`config.mk`:
```
export PLATFORM = sky130hd
export DESIGN_NAME = proc_issue_ctrl_flat
export DESIGN_NICKNAME = d
export VERILOG_FILES = /design/src/rtl/proc_issue_ctrl_if.sv /design/src/rtl/proc_issue_ctrl.sv /design/src/flat_wrapper.sv
export SDC_FILE = /design/constraint.sdc
export NUM_CORES = 1
export LEC_CHECK = 0
export BUFFER_PORTS_ARGS = -buffer_cell sky130_fd_sc_hd__buf_2
export CAP_MARGIN = 20
export CORE_MARGIN = 2
export CORE_UTILIZATION = 60
export DETAILED_ROUTE_END_ITERATION = 10
export GPL_ROUTABILITY_DRIVEN = 0
export PLACE_DENSITY = 0.94
export SETUP_SLACK_MARGIN = 0.1
export SLEW_MARGIN = 5
export SYNTH_ARGS = -nofsm -noshare
export SYNTH_HDL_FRONTEND = slang
export SYNTH_SLANG_ARGS = --single-unit
```
`constraint.sdc`:
```
create_clock -name Clock -period 4.5 [get_ports Clock]
set_clock_uncertainty 0.05 [all_clocks]
set_input_delay 0.9 -clock Clock [delete_from_list [all_inputs] [get_ports Clock]]
set_output_delay 0.9 -clock Clock [all_outputs]
set_load 0.1 [all_outputs]
```
`src/rtl/proc_issue_ctrl_if.sv`:
```
// ---------------------------------------------------------------------------
// proc_issue_ctrl_if
// Host-side instruction handshake into the issue controller's queue.
//   InstrValid : host offers InstrData this cycle
//   InstrData  : 9-bit instruction word (opcode III XXX YYY or mvi immediate)
//   InstrReady : queue can take a word; a push happens on
//                InstrValid & InstrReady at the rising clock edge
// The master modport is the host side. The slave modport is the controller side.
// ---------------------------------------------------------------------------
interface proc_issue_ctrl_if;
  logic       InstrValid;
  logic [8:0] InstrData;
  logic       InstrReady;

  modport master (output InstrValid, output InstrData, input InstrReady);
  modport slave  (input InstrValid, input InstrData, output InstrReady);
endinterface

```
`src/rtl/proc_issue_ctrl.sv`:
```
// ---------------------------------------------------------------------------
// proc_issue_ctrl
// Buffers host instruction words in a 4-deep queue and issues them one at a
// time to a simple processor through a DIN/Run/Done handshake.
//
// Ports
//   Clock      : system clock, all state on the rising edge
//   Reset      : synchronous, active-high
//   host       : instruction push handshake (InstrValid/InstrData/InstrReady)
//   Halt       : blocks new issues; an in-flight instruction still completes
//   ErrClr     : clears the sticky Error flag
//   DIN        : registered word presented to the processor
//   Run        : registered one-cycle start pulse
//   Done       : processor completion flag, only looked at while waiting
//   Busy       : an instruction is in flight or the queue is non-empty
//   IssueCount : completed instructions, wraps 255 -> 0
//   Error      : sticky flag, set when Done fails to arrive in time
//
// An mvi opcode (DIN[8:6] = 001) carries its immediate in the next queue
// entry. It is only issued once both words are queued, so the immediate is
// always present when the controller pops it one cycle after the opcode.
// ---------------------------------------------------------------------------
module proc_issue_ctrl (
  input  logic                   Clock,
  input  logic                   Reset,
  proc_issue_ctrl_if.slave       host,
  input  logic                   Halt,
  input  logic                   ErrClr,
  input  logic                   Done,
  output logic [8:0]             DIN,
  output logic                   Run,
  output logic                   Busy,
  output logic [7:0]             IssueCount,
  output logic                   Error
);

  typedef enum logic [1:0] {
    S_IDLE  = 2'd0,
    S_ISSUE = 2'd1,
    S_WAIT  = 2'd2
  } state_e;

  localparam logic [2:0] OP_MVI   = 3'b001;
  // The counter holds the number of Done=0 wait cycles already seen, so the
  // 15th such cycle is the one that starts with the counter at 14.
  localparam logic [3:0] TMO_LAST = 4'd14;

  // ---------------- queue ----------------
  logic [8:0] fifo_q [4];
  logic [1:0] wr_ptr_q, rd_ptr_q;
  logic [2:0] count_q, count_d;

  logic       full, empty, ready, push, pop;
  logic [8:0] head;
  logic       head_is_mvi;

  assign full        = (count_q == 3'd4);
  assign empty       = (count_q == 3'd0);
  assign head        = fifo_q[rd_ptr_q];
  assign head_is_mvi = (head[8:6] == OP_MVI);

  // Ready drops combinationally with Reset so nothing is accepted while the
  // queue is being cleared.
  assign ready           = !full && !Reset;
  assign host.InstrReady = ready;
  assign push            = host.InstrValid && ready;

  // ---------------- control ----------------
  state_e     state_q, state_d;
  logic [8:0] din_q, din_d;
  logic       run_q, run_d;
  logic [7:0] cnt_q, cnt_d;
  logic       err_q, err_d;
  logic [3:0] tmo_q, tmo_d;
  logic       mvi_q, mvi_d;

  // NOTE: every signal gets a default before the case statement, so no path
  // leaves one unassigned and no latch is inferred.
  always_comb begin
    state_d = state_q;
    din_d   = din_q;
    run_d   = 1'b0;
    cnt_d   = cnt_q;
    err_d   = ErrClr ? 1'b0 : err_q;
    tmo_d   = tmo_q;
    mvi_d   = mvi_q;
    pop     = 1'b0;

    case (state_q)
      S_IDLE: begin
        // An mvi at the head waits until its immediate is queued behind it.
        if (!Halt && !empty && (!head_is_mvi || count_q >= 3'd2)) begin
          pop     = 1'b1;
          din_d   = head;
          run_d   = 1'b1;
          mvi_d   = head_is_mvi;
          tmo_d   = 4'd0;
          state_d = S_ISSUE;
        end
      end

      S_ISSUE: begin
        state_d = S_WAIT;
        if (mvi_q) begin
          pop   = 1'b1;
          din_d = head;
        end else begin
          din_d = 9'd0;
        end
      end

      S_WAIT: begin
        if (Done) begin
          state_d = S_IDLE;
          cnt_d   = cnt_q + 8'd1;
          din_d   = 9'd0;
          tmo_d   = 4'd0;
        end else if (tmo_q == TMO_LAST) begin
          // Setting Error here overrides a same-cycle ErrClr.
          err_d   = 1'b1;
          state_d = S_IDLE;
          din_d   = 9'd0;
          tmo_d   = 4'd0;
        end else begin
          tmo_d = tmo_q + 4'd1;
        end
      end

      default: state_d = S_IDLE;
    endcase
  end

  // Push and pop in the same cycle cancel out in the count.
  assign count_d = count_q + {2'b00, push} - {2'b00, pop};

  // NOTE: state registers use non-blocking assignments so every register
  // samples the pre-edge values, independent of statement order.
  always_ff @(posedge Clock) begin
    if (Reset) begin
      state_q  <= S_IDLE;
      din_q    <= 9'd0;
      run_q    <= 1'b0;
      cnt_q    <= 8'd0;
      err_q    <= 1'b0;
      tmo_q    <= 4'd0;
      mvi_q    <= 1'b0;
      wr_ptr_q <= 2'd0;
      rd_ptr_q <= 2'd0;
      count_q  <= 3'd0;
    end else begin
      state_q <= state_d;
      din_q   <= din_d;
      run_q   <= run_d;
      cnt_q   <= cnt_d;
      err_q   <= err_d;
      tmo_q   <= tmo_d;
      mvi_q   <= mvi_d;
      count_q <= count_d;
      if (push) wr_ptr_q <= wr_ptr_q + 2'd1;
      if (pop)  rd_ptr_q <= rd_ptr_q + 2'd1;
    end
  end

  // NOTE: the queue storage has no reset; the pointers and count define which
  // entries are valid, so stale contents are never observed.
  always_ff @(posedge Clock) begin
    if (push) fifo_q[wr_ptr_q] <= host.InstrData;
  end

  assign DIN        = din_q;
  assign Run        = run_q;
  assign IssueCount = cnt_q;
  assign Error      = err_q;
  assign Busy       = (state_q != S_IDLE) || !empty;

endmodule

```
`src/flat_wrapper.sv`:
```
// flat-port wrapper written by rule: the top's interface ports become plain ports
module proc_issue_ctrl_flat 
  (Clock, Reset, Halt, ErrClr, Done, DIN, Run, Busy, IssueCount, Error, host_InstrValid, host_InstrData, host_InstrReady);
  proc_issue_ctrl_if host_i ();
  input  logic Clock;
  input  logic Reset;
  input  logic Halt;
  input  logic ErrClr;
  input  logic Done;
  output logic [8:0] DIN;
  output logic Run;
  output logic Busy;
  output logic [7:0] IssueCount;
  output logic Error;
  input wire logic [$bits(host_i.InstrValid)-1:0] host_InstrValid;
  input wire logic [$bits(host_i.InstrData)-1:0] host_InstrData;
  output wire logic [$bits(host_i.InstrReady)-1:0] host_InstrReady;
  assign host_i.InstrValid = host_InstrValid;
  assign host_i.InstrData = host_InstrData;
  assign host_InstrReady = host_i.InstrReady;
  proc_issue_ctrl u_core (.Clock(Clock), .Reset(Reset), .host(host_i), .Halt(Halt), .ErrClr(ErrClr), .Done(Done), .DIN(DIN), .Run(Run), .Busy(Busy), .IssueCount(IssueCount), .Error(Error));
endmodule
```
## After elaboration in Yosys (flattened, before gate mapping)

Memories as Yosys holds them, arrays and structs flattened. A register that Yosys moved wholly into a read port is not among the register bits.
Cells that the tools add are included.
W data, S select, Z words.

| storage, ports and cells | value |
|---|---|
| bits in registers | 33 |
| memory bits (writable) | 36 |
| input bits | 15 |
| output and inout port bits | 21 |
| word-level logic and storage cells | 72 |
| memories | 1 |

Memories:

| memory | depth | width | rd ports | clocked after Yosys merged registers in | write ports | RTL line | source |
|---|---|---|---|---|---|---|---|
| u_core.fifo_q | 4 | 9 | 1 | 1 | 1 | proc_issue_ctrl.sv:49 | `logic [8:0] fifo_q [4];` |

| cells by class | value |
|---|---|
| add/sub/neg operators | 6 |
| magnitude comparators | 1 |
| eq/ne operators | 7 |
| mux-type cells | 24 |
| bitwise logic cells | 1 |
| reduce and logical (&&, ||, !) cells | 22 |

Operators with widths:

| kind | count |
|---|---|
| $mux W9 | 4 |
| $pmux W9 S3 | 1 |
| $mux W4 | 3 |
| $mux W2 | 5 |
| $add A8 B1 Y8 const B | 1 |
| $mux W1 | 8 |
| $pmux W4 S2 | 1 |
| $reduce_and A2 Y1 | 4 |
| $pmux W2 S3 | 1 |
| $logic_not A1 Y1 | 5 |
| $add A2 B1 Y2 const B | 2 |
| $add A4 B1 Y4 const B | 1 |
| $eq A4 B4 Y1 const B | 1 |
| $logic_and A1 B1 Y1 | 4 |
| $reduce_bool A2 Y1 | 2 |
| $add A3 B1 Y3 | 1 |
| $eq A3 B1 Y1 const B | 1 |
| $eq A3 B3 Y1 const B | 1 |
| $ge A3 B2 Y1 const B | 1 |
| $logic_not A3 Y1 | 1 |
| $ne A3 B2 Y1 const B | 1 |
| $reduce_and A3 Y1 | 1 |
| $reduce_bool A3 Y1 | 1 |
| $sub A3 B1 Y3 | 1 |
| 8 further kinds | 9 |

## Longest topological paths before layout

Gate-level depths: netlist (run 1).

| logic depth | value |
|---|---|
| word-level depth | 8 |
| gate-level depth with buffers | 13 |
| depth with buffers taken out | 13 |

## Worst setup path after synthesis (run 1)

Ideal clock, no wire load.

| timing path | value |
|---|---|
| path type | input -> register |
| start | in Reset |
| end | reg u_core.count_q[2] |
| arrival | 3.789 ns |
| data required time | 4.335 ns |
| slack | 0.546 ns |
| cell stages on the path | 8 |
| path through | a31oi_1 -> and2_1 -> clkbuf_1 -> ha_1 -> inv_1 -> fa_1 -> xnor2_1 -> nor2_1 |

| between the ends | value |
|---|---|
| cells in the longest elaborated chain, start to end | 5 |

RTL lines:

| element | RTL line | source |
|---|---|---|
| from (decl) | flat_wrapper.sv:6 | `input logic Reset;` |
| $logic_not A1 Y1 | proc_issue_ctrl.sv:64 | `assign ready = !full && !Reset;` |
| $logic_and A1 B1 Y1 | proc_issue_ctrl.sv:64 |  |
| $logic_and A1 B1 Y1 | proc_issue_ctrl.sv:66 | `assign push = host.InstrValid && ready;` |
| named net u_core.push | proc_issue_ctrl.sv:53 | `logic full, empty, ready, push, pop;` |
| $add A3 B1 Y3 | proc_issue_ctrl.sv:134 | `assign count_d = count_q + {2'b00, push} - {2'b00, pop};` |
| $sub A3 B1 Y3 | proc_issue_ctrl.sv:134 |  |
| to (signal assigned) | proc_issue_ctrl.sv:158 | `count_q <= count_d;` |
| to (decl) | proc_issue_ctrl.sv:51 | `logic [2:0] count_q, count_d;` |

The timed path passes the listed nets, and every way through them passes these cells.
A chain may end at the register's enable or synchronous reset.

==> results.json, run 1 <==
{
  "areaGrowthSynthToFinish_pct": 11.1,
  "peakVddDrop_mv": 0.326,
  "synth_top_family_by_area": "simple AND/OR/NAND/NOR gates",
  "antenna_found_initial": 0,
  "vias": 2007,
  "synth_top_cell_area_share_pct": 34.7,
  "ctsHoldBuffers": 0,
  "maxSlewHeadroom_pct": 52.7,
  "yosys_warnings": 0,
  "grt_pass1_vias": 1909,
  "synth.ff_latch_count": 71,
  "grt_use_total_pct": 20.3,
  "ys_top_cells_by_count": "edfxtp_1, dfxtp_1, o21ai_0, nor2_1",
  "clkPwrFrac_pct": 20.2,
  "synth.largest_area_cell": "edfxtp_1",
  "synth_edf_count": 36,
  "met3_length_um": 184,
  "outcome": "finished clean",
  "antenna_cells": 0,
  "p_leak_uw": 0.00133,
  "viasPerCell": 5.56,
  "postCtsSetupBuffers": 0,
  "hp-class": "reg2reg",
  "p_int_uw": 1190,
  "fillers": 344,
  "setup_viol_count_final": 0,
  "drc": 0,
  "gr-total-overflow": 0,
  "first_pass_iters": 4,
  "drv_slew": 0,
  "grt_max_degree": 41,
  "startpoint_type": "register",
  "cp.required_ns": 4.65,
  "fin_setup_tns_ns": 0,
  "cts_tree": "done",
  "async_flop_share_pct": 0,
  "seq_area_mm2": 0.00178,
  "multi_input_area_mm2": 0.00120,
  "synth_simple_gate_area_share_pct": 13.6,
  "synthAdderAreaFrac_pct": 6.27,
  "dpl.hpwl_um": 3870,
  "yosysSeqAreaShare_pct": 57.2,
  "synth.distinct_cells": 42,
  "clock_path_buffers": 2,
  "fin_nets": 316,
  "syn_area_mm2": 0.00311,
  "grt_pass1_wl_um": 8950,
  "clock.fmax_mhz": 290,
  "syn_area_per_cell_um2": 12.5,
  "ant_nets": 0,
  "final_area_mm2": 0.00346,
  "synth_compound_area_share_pct": 8.12,
  "p_per_area_mw_per_mm2": 598,
  "top_layer_used": "met4",
  "hold_violations": 0,
  "coreArea_mm2": 0.00504,
  "p_seq_share_pct": 40.0,
  "std_cell_rows": 26,
  "wl_met2_um": 2700,
  "maxCapViolCount": 0,
  "ys.flop_type": "edfxtp_1",
  "yosys.area_share.xor_xnor_pct": 2.25,
  "critPathKind": "reg2reg",
  "critPathArrivalTime_ns": 3.60,
  "synth_area_leaders": "edfxtp_1, dfxtp_1, mux4_1",
  "ctsResizeCount": 0,
  "die_w_um": 76.0,
  "endpoint_kind": "register",
  "switching_share_pct": 42.7,
  "ioPinCount": 36,
  "initial_core_util_pct": 61.8,
  "root_buffer": "clkbuf_8",
  "met1_length_um": 2410,
  "io_buffers": 35,
  "yosysMostFrequentCell": "edfxtp_1",
  "dr.first_iter.drc_count": 125,
  "clk_pin_slew_worst_paths_ns": 0.07,
  "dieArea_mm2": 0.00578,
  "worst_pin_slew_ns": 0.710,
  "period_needed_ns": 3.44,
  "die_h_um": 76.0,
  "comb_power_share_pct": 39.8,
  "synth_nets": 279,
  "routedWlPerCell_um": 15.1,
  "dpl_cell_area_mm2": 0.00330,
  "clk_latency_ns": 0.34,
  "cts_buffers": 9,
  "syn-instance-count": 249,
  "period_share_pct": 76.5,
  "wl_um": 5450,
  "crit_fanout": 9,
  "cts_sinks": 71,
  "synth_mux_area_share_pct": 8.48,
  "rsz0062_at_grt": "false",
  "drive_gt1_share_pct": 18.9,
  "cts.htree.levels": 3,
  "net-switching-power_uw": 885
}
critical path, stage by stage, from the launching register on:
cell,delay (ns)
dfxtp_1,0.65
mux4_2,0.62
or3b_4,0.46
o21ai_2,0.23
nand2_1,0.11
ha_1,0.29
inv_1,0.07
ha_1,0.14
inv_1,0.05
fa_1,0.39
xnor2_1,0.19
nor2_1,0.05
sequential cells by signal, indices dropped and copies added, names as in the netlist, named ones only:
| register | flops |
|---|---|
| u_core.wr_ptr_q | 2 |
| u_core.count_q | 3 |
| u_core.Error | 1 |
| u_core.DIN | 9 |
| u_core.rd_ptr_q | 2 |
| u_core.tmo_q | 4 |
| u_core.state_q | 2 |
| u_core.mvi_q | 1 |
| u_core.IssueCount | 8 |
| u_core.fifo_q | 36 |
| u_core.Run | 1 |
power groups by stage:
stage	clock, uW	sequential [uW]	combinational, uW
2_1_floorplan	0	1100	452
3_3_place_gp	0	837	799
3_5_place_dp	0	843	822
4_1_cts	422	830	824
5_1_grt	449	839	878
6_report	418	829	823
final cells by class:
type                       instances  share of cell area (%)
sequential                        71                    51.5
clock inverter                     4                   0.687
tap                               70                    2.53
clock buffer                      12                    3.90
multi-input combinational        155                    34.8
inverter                          14                    1.52
timing repair buffer              35                    5.06
through the flow:
stage               hold WS, ns  power (uW)  setup slack (ns)  std cells  utilization [%]
global route              0.473        2170             0.894        361             68.6
floorplan                 0.444        1560             0.546        249                -
global placement          0.417        1640              1.25        345             65.5
CTS                       0.437        2080              1.05        361             68.6
finish                    0.441        2070              1.06        361             68.6
detailed placement        0.423        1660              1.07        345             65.5
layer usage:
| layer | vias up | GRT usage (%) |
|---|---|---|
| li1 | 978 | - |
| met1 | 979 | 24.8 |
| met2 | 36 | 32.1 |
| met3 | 14 | 5.69 |
| met4 | 0 | 12.5 |
| met5 | - | 0 |
cells by family (layout without fill, tap and decap cells):
logic type / after synthesis / in the layout
flops: 71 / 71
buf+inv: 23 / 65
simple gates: 81 / 81
fa+ha+maj: 15 / 15
xor+xnor: 8 / 8
compound gates: 39 / 39
mux: 12 / 12
cell usage in the layout (no fill, tap or decap), drive strengths merged, types with 5 or more instances in the layout:
master  synthesis  layout
edfxtp         36      36
dfxtp          35      35
buf             6      35
o21ai          24      24
nor2           18      18
nand2          16      16
nor2b          16      16
inv            14      14
ha             14      14
clkbuf          3      12
mux4            9       9
nor3            6       6
nand3           6       6
and3            5       5
a21oi           5       5
path summary, 6_finish.rpt:
check / from / end / slack, ns / depth (start not counted)
setup / recovery: register / u_core.count_q[2] / 1.06 / 11
setup reg to reg: register / u_core.count_q[2] / 1.06 / 11
hold / removal: u_core.Error / u_core.Error / 0.44 / 2
hold reg to reg: u_core.Error / u_core.Error / 0.44 / 2
Note: power is estimated with default switching activity, not from simulation.
==> run 2, diff against run 1 <==
ABC_AREA = 1   (was not set)
CORE_UTILIZATION = 52   (was 60)
PLACE_DENSITY = 0.87   (was 0.94)
clock period = 2.8 ns   (was 4.5 ns; I/O delays follow)
==> run 2 against run 1 <==
  * Global-route usage fell by 0.97 points
  * Clock-buffer cell count decreased by 3
  * Critical path depth is 3 higher
  * Register-to-register slack got worse by 0.74 ns
  * Combinational power rose by 81%
  * Non-clock buffer count is 8 higher
  * Critical path type unchanged
  * Critical endpoint unchanged
==> results.json, run 2 <==
{
  "synth.ff_latch_count": 71,
  "endpoint_kind": "register",
  "p_leak_uw": 0.00159,
  "syn_area_mm2": 0.00313,
  "viasPerCell": 5.00,
  "critPathArrivalTime_ns": 2.68,
  "outcome": "finished clean",
  "grt_max_degree": 25,
  "ys.flop_type": "edfxtp_1",
  "clk_latency_ns": 0.35,
  "root_buffer": "clkbuf_8",
  "gr-total-overflow": 0,
  "clock.fmax_mhz": 402,
  "ys_top_cells_by_count": "nand2_1, inv_1, nor2_1, edfxtp_1, dfxtp_1",
  "cp.required_ns": 2.99,
  "cts_tree": "done",
  "fin_setup_tns_ns": 0,
  "routedWlPerCell_um": 12.7,
  "ioPinCount": 36,
  "seq_area_mm2": 0.00179,
  "io_buffers": 35,
  "dieArea_mm2": 0.00666,
  "clock_path_buffers": 2,
  "critPathKind": "reg2reg",
  "areaGrowthSynthToFinish_pct": 15.7,
  "hold_ws_ns": 0.373,
  "rsz0062_at_grt": "false",
  "die_w_um": 81.6,
  "async_flop_share_pct": 0,
  "coreArea_mm2": 0.00589,
  "die_h_um": 81.6,
  "worst_pin_slew_ns": 0.708,
  "peakVddDrop_mv": 0.404,
  "startpoint_type": "register",
  "fillers": 459,
  "dr.first_iter.drc_count": 111,
  "initial_core_util_pct": 53.2,
  "grt_use_total_pct": 19.3,
  "final_common_cell": "nand2_1",
  "yosysSeqAreaShare_pct": 56.9,
  "maxCapViolCount": 0,
  "final_area_mm2": 0.00362,
  "syn-instance-count": 345,
  "final_cell_mix": "nand2_1, inv_1, nor2_1",
  "synth_area_leaders": "edfxtp_1, dfxtp_1, nand2_1",
  "antenna_found_initial": 0,
  "fin_nets": 420,
  "setup_viol_count_final": 0,
  "multi_input_area_mm2": 0.00114,
  "vias": 2350,
  "cts_buffers": 9,
  "dpl.hpwl_um": 4290,
  "synth_nets": 375,
  "std_cell_rows": 28,
  "hp-class": "in2reg",
  "grt_pass1_wl_um": 9500,
  "clk_pin_slew_worst_paths_ns": 0.08,
  "period_needed_ns": 2.49,
  "cts.htree.levels": 3,
  "grt_pass1_vias": 2112,
  "crit_fanout": 13,
  "synth.largest_area_cell": "edfxtp_1",
  "synth_top_cell_area_share_pct": 34.5,
  "antenna_cells": 0,
  "maxSlewHeadroom_pct": 52.7,
  "largest_reg_flops": 36,
  "dpl_cell_area_mm2": 0.00342,
  "period_share_pct": 88.8,
  "ant_nets": 0,
  "ctsHoldBuffers": 0,
  "p_per_area_mw_per_mm2": 977,
  "drive_gt1_share_pct": 17.7,
  "hold_violations": 0,
  "first_pass_iters": 4,
  "syn_area_per_cell_um2": 9.07,
  "drv_slew": 0,
  "synth.distinct_cells": 28,
  "yosysMostFrequentCell": "nand2_1",
  "largest-register": "u_core.fifo_q",
  "synth_edf_count": 36,
  "drc": 0,
  "yosys_warnings": 0,
  "cts_sinks": 71,
  "wl_um": 5950
}
run 2: changes by cell type in the layout (fill, tap and decap cells not counted), sizes merged, moves of 4 or more:
cell / before / now
nand2: 16 / 78
inv: 14 / 51
nor2: 18 / 43
nand3: 6 / 22
nor2b: 16 / 0
a21oi: 5 / 19
mux4: 9 / 0
buf: 35 / 43
nand4: 1 / 8
o21ai: 24 / 18
and3: 5 / 0
nor3: 6 / 2
xor2: 4 / 0
run 2: power breakdown:
group / internal [uW] / switching, uW / total [uW]
clock network: 330 / 402 / 731
registers: 1230 / 87.4 / 1320
logic: 396 / 1090 / 1490
run 2: critical path, stage by stage (launching register included):
cell     delay [ns]
dfxtp_4        0.37
buf_4          0.18
nand2_1        0.07
nand3_1        0.08
nand2_1        0.12
nand4_2        0.15
nand3_4        0.12
nand2_2        0.09
ha_1           0.29
inv_1          0.05
ha_1           0.13
inv_1          0.05
fa_1           0.40
xnor2_1        0.17
nor2_1         0.05
run 2: path summary, 6_finish.rpt:
path,end,slack (ns),from,depth (start not counted)
min,u_core.fifo_q[0][3],0.37,host_InstrData[3],1
min reg2reg,u_core.IssueCount[7],0.42,u_core.IssueCount[7],2
max reg2reg,u_core.count_q[2],0.31,register,14
max,u_core.count_q[2],0.31,register,14
run 2: cell type report:
type,count,area share [%]
Sequential cell,71,49.3
Inverter,49,5.08
Timing Repair Buffer,43,6.50
Clock buffer,9,3.42
Tap cell,75,2.59
Multi-Input combinational cell,216,31.5
Clock inverter,7,1.55
run 2: repair_timing:
item | 4_1_cts | 5_1_grt
buffers inserted | 0 | 1
endpoints found under the hold margin | 0 | 0
gates resized for setup | 0 | 5
setup endpoints to repair | 0 | 2
run 2: stage by stage:
step / setup slack, ns / power, uW / utilization [%] / cells
6_report: 0.313 / 3540 / 61.5 / 470
5_1_grt: 0.0971 / 3780 / 61.5 / 470
4_1_cts: 0.127 / 3530 / 61.1 / 469
3_5_place_dp: 0.169 / 2790 / 58.1 / 453
3_3_place_gp: 0.307 / 2740 / 58.1 / 453
2_1_floorplan: 0.289 / 2550 / - / 345
run 2: logic make-up after synthesis:
| family | synth area share (%) |
|---|---|
| AO/OA/AOI/OAI | 7.15 |
| XOR/XNOR | 0.560 |
| adder cells (fa/ha/maj) | 6.24 |
| buffers and inverters | 7.47 |
| flip-flops | 56.9 |
| AND/OR/NAND/NOR | 21.7 |
run 2: layer usage:
| layer | vias up | global-route usage, % | share of wire, % |
|---|---|---|---|
| li1 | 1212 | - | - |
| met1 | 1080 | 24.7 | 47 |
| met2 | 49 | 29.0 | 48 |
| met3 | 9 | 5.05 | 3.8 |
| met4 | 0 | 12.5 | 1.2 |
| met5 | - | 0 | 0 |
